[src/rtl/axis_fp_add_pipe_if.sv]
// Operand/result stream bundle for the pipelined FP adder: two joined operand
// channels (A carries the add/sub sideband) and one result channel with flags.
interface axis_fp_add_pipe_if #(
    parameter int EXP_W  = 8,
    parameter int FRAC_W = 23
);
    localparam int DW = 1 + EXP_W + FRAC_W;

    logic          s_axis_valid_a;
    logic [DW-1:0] s_axis_data;
    logic          s_axis_op;
    logic          s_axis_ready_a;
    logic          s_axis_valid_b;
    logic [DW-1:0] s_axis_data1;
    logic          s_axis_ready_b;
    logic          m_axis_valid;
    logic [DW-1:0] m_axis_data;
    logic [2:0]    m_axis_flags;
    logic          m_axis_ready;

    modport slave (
        input  s_axis_valid_a, s_axis_data, s_axis_op, s_axis_valid_b, s_axis_data1, m_axis_ready,
        output s_axis_ready_a, s_axis_ready_b, m_axis_valid, m_axis_data, m_axis_flags
    );

    modport master (
        output s_axis_valid_a, s_axis_data, s_axis_op, s_axis_valid_b, s_axis_data1, m_axis_ready,
        input  s_axis_ready_a, s_axis_ready_b, m_axis_valid, m_axis_data, m_axis_flags
    );
endinterface

[src/rtl/axis_fp_add_pipe.sv]
// Three-stage floating-point add/subtract (align, add, normalise/pack) with a
// joined two-operand AXI-Stream input and a globally stalled pipeline.
module axis_fp_add_pipe #(
    parameter int EXP_W  = 8,
    parameter int FRAC_W = 23
) (
    input  logic              axis_clk,
    input  logic              axis_reset,
    axis_fp_add_pipe_if.slave axis
);
    localparam int DW   = 1 + EXP_W + FRAC_W;
    localparam int SW   = FRAC_W + 3;          // hidden bit + fraction + 2 guard bits
    localparam int EW   = EXP_W + 2;           // signed exponent with headroom both ways
    localparam int LZ_W = $clog2(SW + 1);
    localparam logic [EXP_W-1:0]    EXP_MAX   = '1;
    localparam logic signed [EW-1:0] EXP_MAX_S = $signed({2'b00, EXP_MAX});
    localparam logic signed [EW-1:0] EXP_ONE_S = EW'(1);

    logic en, accept;
    logic m_valid_reg;

    assign en     = !m_valid_reg || axis.m_axis_ready;
    assign accept = en && axis.s_axis_valid_a && axis.s_axis_valid_b && !axis_reset;
    assign axis.s_axis_ready_a = accept;
    assign axis.s_axis_ready_b = accept;

    // Operand classification; index 1 is B with the subtract folded into its sign
    logic [1:0][DW-1:0]          op_word;
    logic [1:0]                  op_sign, op_zero, op_inf, op_nan;
    logic [1:0][EXP_W-1:0]       op_exp;
    logic [1:0][EXP_W+FRAC_W-1:0] op_mag;
    logic [1:0][SW-1:0]          op_sig;

    assign op_word = {axis.s_axis_data1, axis.s_axis_data};

    genvar gi;
    generate
        for (gi = 0; gi < 2; gi++) begin : g_cls
            logic [FRAC_W-1:0] frac;
            assign frac        = op_word[gi][FRAC_W-1:0];
            assign op_exp[gi]  = op_word[gi][DW-2 -: EXP_W];
            assign op_sign[gi] = op_word[gi][DW-1] ^ ((gi == 1) && axis.s_axis_op);
            assign op_zero[gi] = (op_exp[gi] == '0);
            assign op_inf[gi]  = (op_exp[gi] == EXP_MAX) && (frac == '0);
            assign op_nan[gi]  = (op_exp[gi] == EXP_MAX) && (frac != '0);
            assign op_mag[gi]  = op_zero[gi] ? '0 : op_word[gi][DW-2:0];
            assign op_sig[gi]  = op_zero[gi] ? '0 : {1'b1, frac, 2'b00};
        end
    endgenerate

    logic             swap, sign_x, sign_y;
    logic [EXP_W-1:0] exp_x, exp_y, exp_diff;
    logic [SW-1:0]    sig_x, sig_y, sig_y_sh;
    logic             pre_invalid, pre_inf, pre_inf_sign;

    assign swap = op_mag[1] > op_mag[0];

    always_comb begin
        sign_x   = swap ? op_sign[1] : op_sign[0];
        sign_y   = swap ? op_sign[0] : op_sign[1];
        exp_x    = swap ? op_exp[1]  : op_exp[0];
        exp_y    = swap ? op_exp[0]  : op_exp[1];
        sig_x    = swap ? op_sig[1]  : op_sig[0];
        sig_y    = swap ? op_sig[0]  : op_sig[1];
        exp_diff = exp_x - exp_y;
        sig_y_sh = (int'(exp_diff) >= SW) ? '0 : (sig_y >> exp_diff);
    end

    assign pre_invalid  = (|op_nan) || (&op_inf && (op_sign[0] ^ op_sign[1]));
    assign pre_inf      = |op_inf;
    assign pre_inf_sign = op_inf[0] ? op_sign[0] : op_sign[1];

    // Stage registers
    logic             s1_valid_reg, s1_sign_reg, s1_sub_reg;
    logic [EXP_W-1:0] s1_exp_reg;
    logic [SW-1:0]    s1_sig_x_reg, s1_sig_y_reg;
    logic             s1_invalid_reg, s1_inf_reg, s1_inf_sign_reg;
    logic             s2_valid_reg, s2_sign_reg;
    logic [EXP_W-1:0] s2_exp_reg;
    logic [SW:0]      s2_sum_reg;
    logic             s2_invalid_reg, s2_inf_reg, s2_inf_sign_reg;
    logic [DW-1:0]    m_data_reg;
    logic [2:0]       m_flags_reg;

    // X has the larger magnitude, so the difference never goes negative
    logic [SW:0] sum_next;
    assign sum_next = s1_sub_reg ? ({1'b0, s1_sig_x_reg} - {1'b0, s1_sig_y_reg})
                                 : ({1'b0, s1_sig_x_reg} + {1'b0, s1_sig_y_reg});

    logic [LZ_W-1:0] lz;
    always_comb begin
        lz = LZ_W'(SW);
        for (int i = 0; i < SW; i++) begin
            if (s2_sum_reg[i]) lz = LZ_W'(SW - 1 - i);
        end
    end

    logic signed [EW-1:0] exp_n;
    logic [FRAC_W-1:0]    frac_n;
    logic [DW-1:0]        res_data;
    logic [2:0]           res_flags;

    always_comb begin
        if (s2_sum_reg[SW]) begin
            exp_n  = $signed({2'b00, s2_exp_reg}) + EXP_ONE_S;
            frac_n = s2_sum_reg[SW-1:3];
        end else begin
            exp_n  = $signed({2'b00, s2_exp_reg}) - $signed(EW'(lz));
            frac_n = FRAC_W'((s2_sum_reg[SW-1:0] << lz) >> 2);
        end
    end

    always_comb begin
        res_data  = '0;
        res_flags = 3'b000;
        if (s2_invalid_reg) begin
            res_data  = {1'b0, EXP_MAX, 1'b1, {(FRAC_W-1){1'b0}}};
            res_flags = 3'b100;
        end else if (s2_inf_reg) begin
            res_data = {s2_inf_sign_reg, EXP_MAX, {FRAC_W{1'b0}}};
        end else if (s2_sum_reg == '0) begin
            res_data = '0;
        end else if (exp_n >= EXP_MAX_S) begin
            res_data  = {s2_sign_reg, EXP_MAX, {FRAC_W{1'b0}}};
            res_flags = 3'b010;
        end else if (exp_n < EXP_ONE_S) begin
            res_data  = {s2_sign_reg, {(DW-1){1'b0}}};
            res_flags = 3'b001;
        end else begin
            res_data = {s2_sign_reg, exp_n[EXP_W-1:0], frac_n};
        end
    end

    always_ff @(posedge axis_clk or posedge axis_reset) begin
        if (axis_reset) begin
            s1_valid_reg    <= 1'b0;
            s1_sign_reg     <= 1'b0;
            s1_sub_reg      <= 1'b0;
            s1_exp_reg      <= '0;
            s1_sig_x_reg    <= '0;
            s1_sig_y_reg    <= '0;
            s1_invalid_reg  <= 1'b0;
            s1_inf_reg      <= 1'b0;
            s1_inf_sign_reg <= 1'b0;
            s2_valid_reg    <= 1'b0;
            s2_sign_reg     <= 1'b0;
            s2_exp_reg      <= '0;
            s2_sum_reg      <= '0;
            s2_invalid_reg  <= 1'b0;
            s2_inf_reg      <= 1'b0;
            s2_inf_sign_reg <= 1'b0;
            m_valid_reg     <= 1'b0;
            m_data_reg      <= '0;
            m_flags_reg     <= 3'b000;
        end else if (en) begin
            s1_valid_reg    <= accept;
            s1_sign_reg     <= sign_x;
            s1_sub_reg      <= sign_x ^ sign_y;
            s1_exp_reg      <= exp_x;
            s1_sig_x_reg    <= sig_x;
            s1_sig_y_reg    <= sig_y_sh;
            s1_invalid_reg  <= pre_invalid;
            s1_inf_reg      <= pre_inf;
            s1_inf_sign_reg <= pre_inf_sign;
            s2_valid_reg    <= s1_valid_reg;
            s2_sign_reg     <= s1_sign_reg;
            s2_exp_reg      <= s1_exp_reg;
            s2_sum_reg      <= sum_next;
            s2_invalid_reg  <= s1_invalid_reg;
            s2_inf_reg      <= s1_inf_reg;
            s2_inf_sign_reg <= s1_inf_sign_reg;
            m_valid_reg     <= s2_valid_reg;
            m_data_reg      <= res_data;
            m_flags_reg     <= res_flags;
        end
    end

    assign axis.m_axis_valid = m_valid_reg;
    assign axis.m_axis_data  = m_data_reg;
    assign axis.m_axis_flags = m_flags_reg;
endmodule

[src/flat_wrapper.sv]
// flat-port wrapper written by rule: the top's interface ports become plain ports
module axis_fp_add_pipe_flat 
#(
    parameter int EXP_W  = 8,
    parameter int FRAC_W = 23
)
  (axis_clk, axis_reset, axis_s_axis_valid_a, axis_s_axis_data, axis_s_axis_op, axis_s_axis_valid_b, axis_s_axis_data1, axis_m_axis_ready, axis_s_axis_ready_a, axis_s_axis_ready_b, axis_m_axis_valid, axis_m_axis_data, axis_m_axis_flags);
  axis_fp_add_pipe_if #(.EXP_W(EXP_W), .FRAC_W(FRAC_W)) axis_i ();
  input  logic axis_clk;
  input  logic axis_reset;
  input wire logic [$bits(axis_i.s_axis_valid_a)-1:0] axis_s_axis_valid_a;
  input wire logic [$bits(axis_i.s_axis_data)-1:0] axis_s_axis_data;
  input wire logic [$bits(axis_i.s_axis_op)-1:0] axis_s_axis_op;
  input wire logic [$bits(axis_i.s_axis_valid_b)-1:0] axis_s_axis_valid_b;
  input wire logic [$bits(axis_i.s_axis_data1)-1:0] axis_s_axis_data1;
  input wire logic [$bits(axis_i.m_axis_ready)-1:0] axis_m_axis_ready;
  output wire logic [$bits(axis_i.s_axis_ready_a)-1:0] axis_s_axis_ready_a;
  output wire logic [$bits(axis_i.s_axis_ready_b)-1:0] axis_s_axis_ready_b;
  output wire logic [$bits(axis_i.m_axis_valid)-1:0] axis_m_axis_valid;
  output wire logic [$bits(axis_i.m_axis_data)-1:0] axis_m_axis_data;
  output wire logic [$bits(axis_i.m_axis_flags)-1:0] axis_m_axis_flags;
  assign axis_i.s_axis_valid_a = axis_s_axis_valid_a;
  assign axis_i.s_axis_data = axis_s_axis_data;
  assign axis_i.s_axis_op = axis_s_axis_op;
  assign axis_i.s_axis_valid_b = axis_s_axis_valid_b;
  assign axis_i.s_axis_data1 = axis_s_axis_data1;
  assign axis_i.m_axis_ready = axis_m_axis_ready;
  assign axis_s_axis_ready_a = axis_i.s_axis_ready_a;
  assign axis_s_axis_ready_b = axis_i.s_axis_ready_b;
  assign axis_m_axis_valid = axis_i.m_axis_valid;
  assign axis_m_axis_data = axis_i.m_axis_data;
  assign axis_m_axis_flags = axis_i.m_axis_flags;
  axis_fp_add_pipe #(.EXP_W(EXP_W), .FRAC_W(FRAC_W)) u_core (.axis_clk(axis_clk), .axis_reset(axis_reset), .axis(axis_i));
endmodule
[config.mk]
export PLATFORM = sky130hd
export DESIGN_NAME = axis_fp_add_pipe_flat
export DESIGN_NICKNAME = d
export VERILOG_FILES = /design/src/rtl/axis_fp_add_pipe_if.sv /design/src/rtl/axis_fp_add_pipe.sv /design/src/flat_wrapper.sv
export SDC_FILE = /design/constraint.sdc
export NUM_CORES = 1
export LEC_CHECK = 0
export CAP_MARGIN = 20
export CORE_UTILIZATION = 60
export CTS_BUF_LIST = sky130_fd_sc_hd__clkbuf_16
export DETAILED_ROUTE_END_ITERATION = 8
export PLACE_DENSITY = 0.87
export SETUP_SLACK_MARGIN = 0.1
export SYNTH_ARGS = -nofsm -noshare
export SYNTH_HDL_FRONTEND = slang
export SYNTH_SLANG_ARGS = --single-unit
[constraint.sdc]
create_clock -name axis_clk -period 5.49 [get_ports axis_clk]
set_input_delay 1.098 -clock axis_clk [delete_from_list [all_inputs] [get_ports axis_clk]]
set_output_delay 1.098 -clock axis_clk [all_outputs]
set_load 0.02 [all_outputs]
==> flow_summary.yaml, run 1 <==
power_and_ir_drop:
  worst_ir_drop_vdd_v: 0.000287
  power_density_nw_per_um2: 465
  cellLeakagePower_nw: 7.20
logic_synthesis:
  synth_area_in_adders: 0.0647
  post_synth_most_frequent_cells: "sky130_fd_sc_hd__nand2_1, sky130_fd_sc_hd__nor2_1, sky130_fd_sc_hd__o21ai_0"
  area_contributors_post_synth: "sky130_fd_sc_hd__dfrtp_1, sky130_fd_sc_hd__mux2i_1, sky130_fd_sc_hd__nand2_1"
  synth_enable_flop_cells: 0
  post_synth_and_or_nand_nor_area_fraction: 0.226
  synth-xor-area-share: 0.0445
  synth_nets: 1814
  flip_flop_and_latch_count_after_synthesis: 140
  synth_area_in_compound_gates: 0.219
  synth.yosys.warnings: 0
  synth_top_family_by_area: "simple AND/OR/NAND/NOR gates"
  avgSynthCellArea_um2: 7.61
  ys.flop_type: "sky130_fd_sc_hd__dfrtp_1"
  mux_cell_area_share_after_synthesis: 0.113
  yosys.cell_types.count: 91
  postSynthCellCount: 1680
  syn-cell-area_um2: 12800
  synthDominantAreaCellType: "sky130_fd_sc_hd__dfrtp_1"
  seq_area_frac_synth: 0.274
  synth.most_common_cell: "sky130_fd_sc_hd__nand2_1"
  async_flop_share: 1.00
  synthDominantCellAreaShare: 0.274
worst_setup_path:
  critical_path.max_fanout: 12
  wp_data_required_ns: 5.80
  worst_r2r_endpoint: "u_core.axis.m_axis_data[19]"
  worstReg2RegStart: "u_core.s2_sum_reg[5]"
  worstSetupEndpointType: "register"
  r2r_cell_count: 20
  criticalPathCategory: "primary input to register"
  r2r_slack_ns: 0.73
  worst_ep_arrival_time_ns: 5.53
  cp-start-kind: "primary input"
placement:
  dpl_cell_area_um2: 15000
  io_buffers: 107
  dp_hpwl_um: 29700
  routabilityCongestion: 0.989
final_layout:
  antenna-diode-count: 0
  final_layout_size_suffix_gt1_frac: 0.158
  finalInstanceArea_um2: 16000
  number_of_flip_flops_in_the_largest_register: 32
  syn_to_final_growth_pct: 25.2
  design.final.nets: 1980
hold_path:
  hold-path-cell-count: 2
  timing.hold.worst.start: "u_core.s2_inf_sign_reg"
  min-delay-path-class: "register to register"
  worstHoldEndpoint: "u_core.s2_inf_sign_reg"
routing:
  drt_iter0_drc: 996
  detailed_route_wl_um: 40400
  dr.pass1.iters: 7
  drt_drc_violations_left: 0
  ant_nets: 0
  avg_wl_per_cell_um: 18.9
  dr_total_vias: 13500
  via_per_instance_ratio: 6.31
sta:
  tightest_slew_ns: 0.798
  final_period_minus_worst_setup_slack_ns: 5.23
  grt_setup_unrepaired: "no"
  peak_clock_frequency_supported_by_timing_ghz: 0.191
  period_utilization: 0.952
  slew-limit-headroom: 0.463
  slew_violations: 0
  worst_clock_skew_ns: 0.0119
  endpoints_failing_setup: 0
  hold_viol_final: 0
  setup_total_negative_slack_ns: 0
grt:
  globalRouteOverflowTotal: 0
  first_global_vias: 12600
  track_usage: 0.362
  grt_first_pass_wirelength_um: 63400
  grt_start_max_net_pins: 114
  antenna_found_initial: 0
floorplan:
  row_count: 53
  dieArea_um2: 21900
  initial_utilization: 0.610
  fp.dieH_um: 148
  design.portCount: 108
  dieWidth_um: 148
  core_region_area_um2: 21000
clocking:
  clk_root_buffer_cell: "sky130_fd_sc_hd__clkbuf_16"
  h-tree-depth: 4
  clock_latency_at_the_later_pin_of_the_worst_skew_pair_ns: 0.43
  cts-buffers-inserted: 17
  clk_pin_slew_worst_paths_ns: 0.06
  cts_tree: "yes"
  clock_sink_count: 140
  ctsHoldBuffers: 0
  max-clock-path-buffers: 2
status:
  status: "completed"
flow_run:
  drv.max_cap_violation_count: 0
-- cells in the final DEF (no fill, tap or decap), drive strengths merged, types with 11 or more instances in the layout --
cell and instances:
a21oi 107, nor2b 16, o31ai 12, nand3 41
a211oi 11, a31oi 38, clkdlybuf4s50 91, clkbuf 21
nor4 28, o211ai 17, xnor2 49, o22ai 11
ha 63, xor2 16, a21o 11, and2 13
nand4 15, mux2i 113, dlymetal6s2s 13, mux2 17
inv 64, buf 164, nand2b 16, nand2 269
nor3 37, nor2 167, dfrtp 140, o21ai 163
-- where the power goes --
| group | internal [mW] | switching (mW) | total (mW) |
|---|---|---|---|
| sequential | 1.34 | 0.416 | 1.76 |
| clock | 0.630 | 0.497 | 1.13 |
| combinational | 2.00 | 2.55 | 4.55 |
| total | 3.97 | 3.47 | 7.44 |
-- cells by family (layout without fill, tap and decap cells) --
kind of cell / after synthesis / after routing
flops: 140 / 140
fa+ha+maj: 66 / 66
xor+xnor: 65 / 65
compound gates: 451 / 451
simple gates: 636 / 636
mux: 135 / 135
buf+inv: 187 / 366
-- worst max path at each step --
stage                                     start                endpoint  slack [ns]  depth (start not counted)
final                     axis_s_axis_data1[28]  u_core.s1_sig_y_reg[8]        0.26                         24
after global routing      axis_s_axis_data1[28]  u_core.s1_sig_y_reg[4]        0.09                         25
after CTS                 axis_s_axis_data1[27]  u_core.s1_sig_y_reg[4]        0.10                         25
after detailed placement  axis_s_axis_data1[23]  u_core.s1_sig_y_reg[4]       -0.35                         25
after global placement     axis_s_axis_data[29]  u_core.s1_sig_y_reg[4]       -0.19                         24
after floorplan            axis_s_axis_data[30]  u_core.s1_sig_y_reg[2]       -0.46                         31
-- metrics by stage --
step,power [mW],instances,hold slack (ns),setup WS [ns],util
6_report,7.44,2134,0.474,0.265,0.764
5_1_grt,7.92,2134,0.500,0.0886,0.764
4_1_cts,7.34,2123,0.473,0.101,0.748
3_5_place_dp,6.18,2087,0.461,-0.349,0.716
3_3_place_gp,6.07,2087,0.441,-0.189,0.716
2_1_floorplan,4.84,1680,0.430,-0.462,-
-- cell type report --
cell class / count / area [um2]
clock buffer: 17 / 425
clock inverter: 15 / 139
fill: 1551 / 4940
inverter: 61 / 234
multi-input combinational: 1353 / 8830
sequential: 140 / 3500
tap: 275 / 344
timing repair buffer: 273 / 2540
-- repair_timing --
item	in CTS	in global routing
gates cloned	2	3
setup buffers	2	7
gates resized for setup	13	47
pin swaps	13	26
endpoints found under the setup margin	1	26
-- worst max-delay path: stages --
cell and delay, ns:
sky130_fd_sc_hd__buf_4 0.13, sky130_fd_sc_hd__nor4_4 0.30, sky130_fd_sc_hd__nand3_4 0.14, sky130_fd_sc_hd__buf_12 0.16, sky130_fd_sc_hd__buf_16 0.14, sky130_fd_sc_hd__and2_4 0.17
sky130_fd_sc_hd__ha_4 0.27, sky130_fd_sc_hd__nand4_1 0.17, sky130_fd_sc_hd__nor4_4 0.42, sky130_fd_sc_hd__nand2b_4 0.09, sky130_fd_sc_hd__a31oi_4 0.19, sky130_fd_sc_hd__nor2_4 0.07
sky130_fd_sc_hd__mux2i_1 0.13, sky130_fd_sc_hd__ha_2 0.23, sky130_fd_sc_hd__nor3b_4 0.23, sky130_fd_sc_hd__a211oi_2 0.12, sky130_fd_sc_hd__mux2_4 0.30, sky130_fd_sc_hd__and4_4 0.18
sky130_fd_sc_hd__nor3_4 0.21, sky130_fd_sc_hd__a21oi_4 0.09, sky130_fd_sc_hd__buf_6 0.15, sky130_fd_sc_hd__a31oi_2 0.19, sky130_fd_sc_hd__o22ai_1 0.10, sky130_fd_sc_hd__a32o_1 0.26
-- routing by layer --
metal  global-route usage  up-vias  routed length [um]
li1                     -     6313                   -
met1                0.449     6351               16100
met2                0.618      658               19600
met3               0.0472      137                2670
met4                0.175        0                2020
met5                    0        -                   0
No activity file was read; power rests on OpenSTA's default activity.
==> run 2, diff against run 1 <==
--- a/config.mk
+++ b/config.mk
@@ -9,6 +9,7 @@
 export CORE_UTILIZATION = 60
 export CTS_BUF_LIST = sky130_fd_sc_hd__clkbuf_16
 export DETAILED_ROUTE_END_ITERATION = 8
+export MAX_ROUTING_LAYER = met4
 export PLACE_DENSITY = 0.87
 export SETUP_SLACK_MARGIN = 0.1
 export SYNTH_ARGS = -nofsm -noshare
==> flow_summary.yaml, run 2 (same netlist as run 1, synthesis figures left out) <==
status:
  status: "completed"
final_layout:
  syn_to_final_growth_pct: 25.6
  mostFrequentLayoutCells: "sky130_fd_sc_hd__nand2_1, sky130_fd_sc_hd__buf_4, sky130_fd_sc_hd__nor2_1"
  multi_input_area_um2: 8790
  register_area_um2: 3500
  number_of_flip_flops_in_the_largest_register: 32
  design.final.nets: 1993
  layout.cells.most_common: "sky130_fd_sc_hd__nand2_1"
  antenna-diode-count: 0
  final_layout_size_suffix_gt1_frac: 0.154
  nFillCells: 1562
hold_path:
  timing.hold.worst.start: "u_core.axis.m_axis_data[8]"
  hold-path-cell-count: 2
  worstHoldEndpoint: "u_core.axis.m_axis_data[8]"
  min-delay-path-class: "register to register"
clocking:
  cts_tree: "yes"
  clk_root_buffer_cell: "sky130_fd_sc_hd__clkbuf_16"
  h-tree-depth: 4
  cts-buffers-inserted: 17
  clock_sink_count: 140
  clk_pin_slew_worst_paths_ns: 0.06
  clock_latency_at_the_later_pin_of_the_worst_skew_pair_ns: 0.43
  ctsHoldBuffers: 0
  max-clock-path-buffers: 2
grt:
  first_global_vias: 12800
  antenna_found_initial: 0
  track_usage: 0.383
  grt_first_pass_wirelength_um: 65000
  globalRouteOverflowTotal: 0
  grt_start_max_net_pins: 85
routing:
  via_per_instance_ratio: 6.32
  dr_total_vias: 13600
  avg_wl_per_cell_um: 19.4
  drt_drc_violations_left: 0
  dr.pass1.iters: 6
  detailed_route_wl_um: 41700
  ant_nets: 0
  drt_iter0_drc: 1080
power_and_ir_drop:
  comb_power_share: 0.614
  clock_power_share: 0.153
  switchingPower_mw: 3.46
  total_power_mw: 7.53
  power_density_nw_per_um2: 469
  worst_ir_drop_vdd_v: 0.000299
  cellLeakagePower_nw: 7.26
  design_internal_power_mw: 4.07
  seq_power_share: 0.233
  netSwitchingFraction: 0.460
worst_setup_path:
  cp-start-kind: "primary input"
  timing.critical_path.slowest_cell_delay_ns: 0.46
  worstSetupEndpointType: "register"
  wp_data_required_ns: 5.79
  worst_ep_arrival_time_ns: 5.64
  worstReg2RegStart: "u_core.s2_sum_reg[5]"
  r2r_cell_count: 20
  r2r_slack_ns: 0.69
  worst_r2r_endpoint: "u_core.axis.m_axis_data[19]"
  criticalPathCategory: "primary input to register"
  critical_path.max_fanout: 9
  crit_cells: 25
  cpLargestDelayFamily: "simple AND/OR/NAND/NOR gates"
  cell_with_the_most_instances_on_the_worst_path: "sky130_fd_sc_hd__nor4_2"
  path_buf_inv: 5
  crit_slowest_cell: "sky130_fd_sc_hd__clkdlybuf4s50_1"
placement:
  dp_hpwl_um: 30800
  io_buffers: 107
  routabilityCongestion: 1.00
sta:
  peak_clock_frequency_supported_by_timing_ghz: 0.187
  period_utilization: 0.973
  slew_violations: 0
  final_period_minus_worst_setup_slack_ns: 5.34
  hold_viol_final: 0
  grt_setup_unrepaired: "no"
  tightest_slew_ns: 0.824
  timing.hold.ws_ns: 0.473
  endpoints_failing_setup: 0
  worst_clock_skew_ns: 0.00814
  slew-limit-headroom: 0.436
floorplan:
  fp.dieH_um: 148
  dieWidth_um: 148
  dieArea_um2: 21900
  core_region_area_um2: 21000
  design.portCount: 108
  initial_utilization: 0.610
  row_count: 53
flow_run:
  drv.max_cap_violation_count: 0
run 2: cell type report:
class | instances | share of cell area
repair buffers | 286 | 0.162
inverters | 61 | 0.0146
well taps | 275 | 0.0214
multi-input cells | 1353 | 0.547
clock inverters | 15 | 0.00981
clock buffers | 17 | 0.0265
flip-flops and latches | 140 | 0.218
run 2: timing repair:
action | CTS | global route
endpoints found under the setup margin | 0 | 26
resized for setup | 0 | 35
setup buffers | 0 | 6
run 2: per-layer routing:
| metal | GRT usage | vias up | wire, um |
|---|---|---|---|
| met2 | 0.640 | 649 | 20400 |
| met5 | - | - | 0 |
| li1 | - | 6344 | - |
| met4 | 0.189 | 0 | 2330 |
| met1 | 0.461 | 6399 | 16500 |
| met3 | 0.0414 | 171 | 2540 |
run 2: power groups by stage:
stage          registers (mW)  logic, mW  clock network [mW]
2_1_floorplan            1.65       3.20                   0
3_3_place_gp             1.74       4.38                   0
3_5_place_dp             1.76       4.50                   0
4_1_cts                  1.74       4.54                1.16
5_1_grt                  1.79       5.02                1.20
6_report                 1.76       4.63                1.15
run 2: metrics by stage:
step | setup TNS, ns | worst slack (ns) | utilization | cells | area, um2
global placement | -1.14 | -0.166 | 0.723 | 2104 | 15100
floorplan | -8.80 | -0.462 | - | 1680 | 13000
global route | 0 | 0.00518 | 0.767 | 2147 | 16100
detailed placement | -3.76 | -0.280 | 0.723 | 2104 | 15100
finish | 0 | 0.150 | 0.767 | 2147 | 16100
CTS | 0 | 0.139 | 0.751 | 2136 | 15700
run 2: tightest hold or removal path: cells and delay by family, from the launching register on:
family	cells	cell delay, ns
AOI/OAI and AO/OA	1	0.05
DFF	1	0.34
and+or+nand+nor	1	0.04
run 2: worst max path at each step:
stage	startpoint	end	slack, ns
3_5_place_dp	axis_s_axis_data1[23]	u_core.s1_sig_y_reg[4]	-0.28
3_3_place_gp	axis_s_axis_data1[23]	u_core.s1_sig_y_reg[4]	-0.17
5_1_grt	axis_s_axis_data[28]	u_core.s1_sig_y_reg[4]	0.005
2_1_floorplan	axis_s_axis_data[30]	u_core.s1_sig_y_reg[2]	-0.46
6_report	axis_s_axis_data[28]	u_core.s1_sig_y_reg[4]	0.15
4_1_cts	axis_s_axis_data1[23]	u_core.s1_sig_y_reg[4]	0.14
==> run 3, diff against run 2 <==
--- a/config.mk
+++ b/config.mk
@@ -8,6 +8,7 @@
 export CAP_MARGIN = 20
 export CORE_UTILIZATION = 60
 export CTS_BUF_LIST = sky130_fd_sc_hd__clkbuf_16
+export CTS_CLUSTER_SIZE = 14
 export DETAILED_ROUTE_END_ITERATION = 8
 export MAX_ROUTING_LAYER = met4
 export PLACE_DENSITY = 0.87
==> results of run 3 <==
Same layout as run 2: the final DEF is identical, and so are final timing and power.
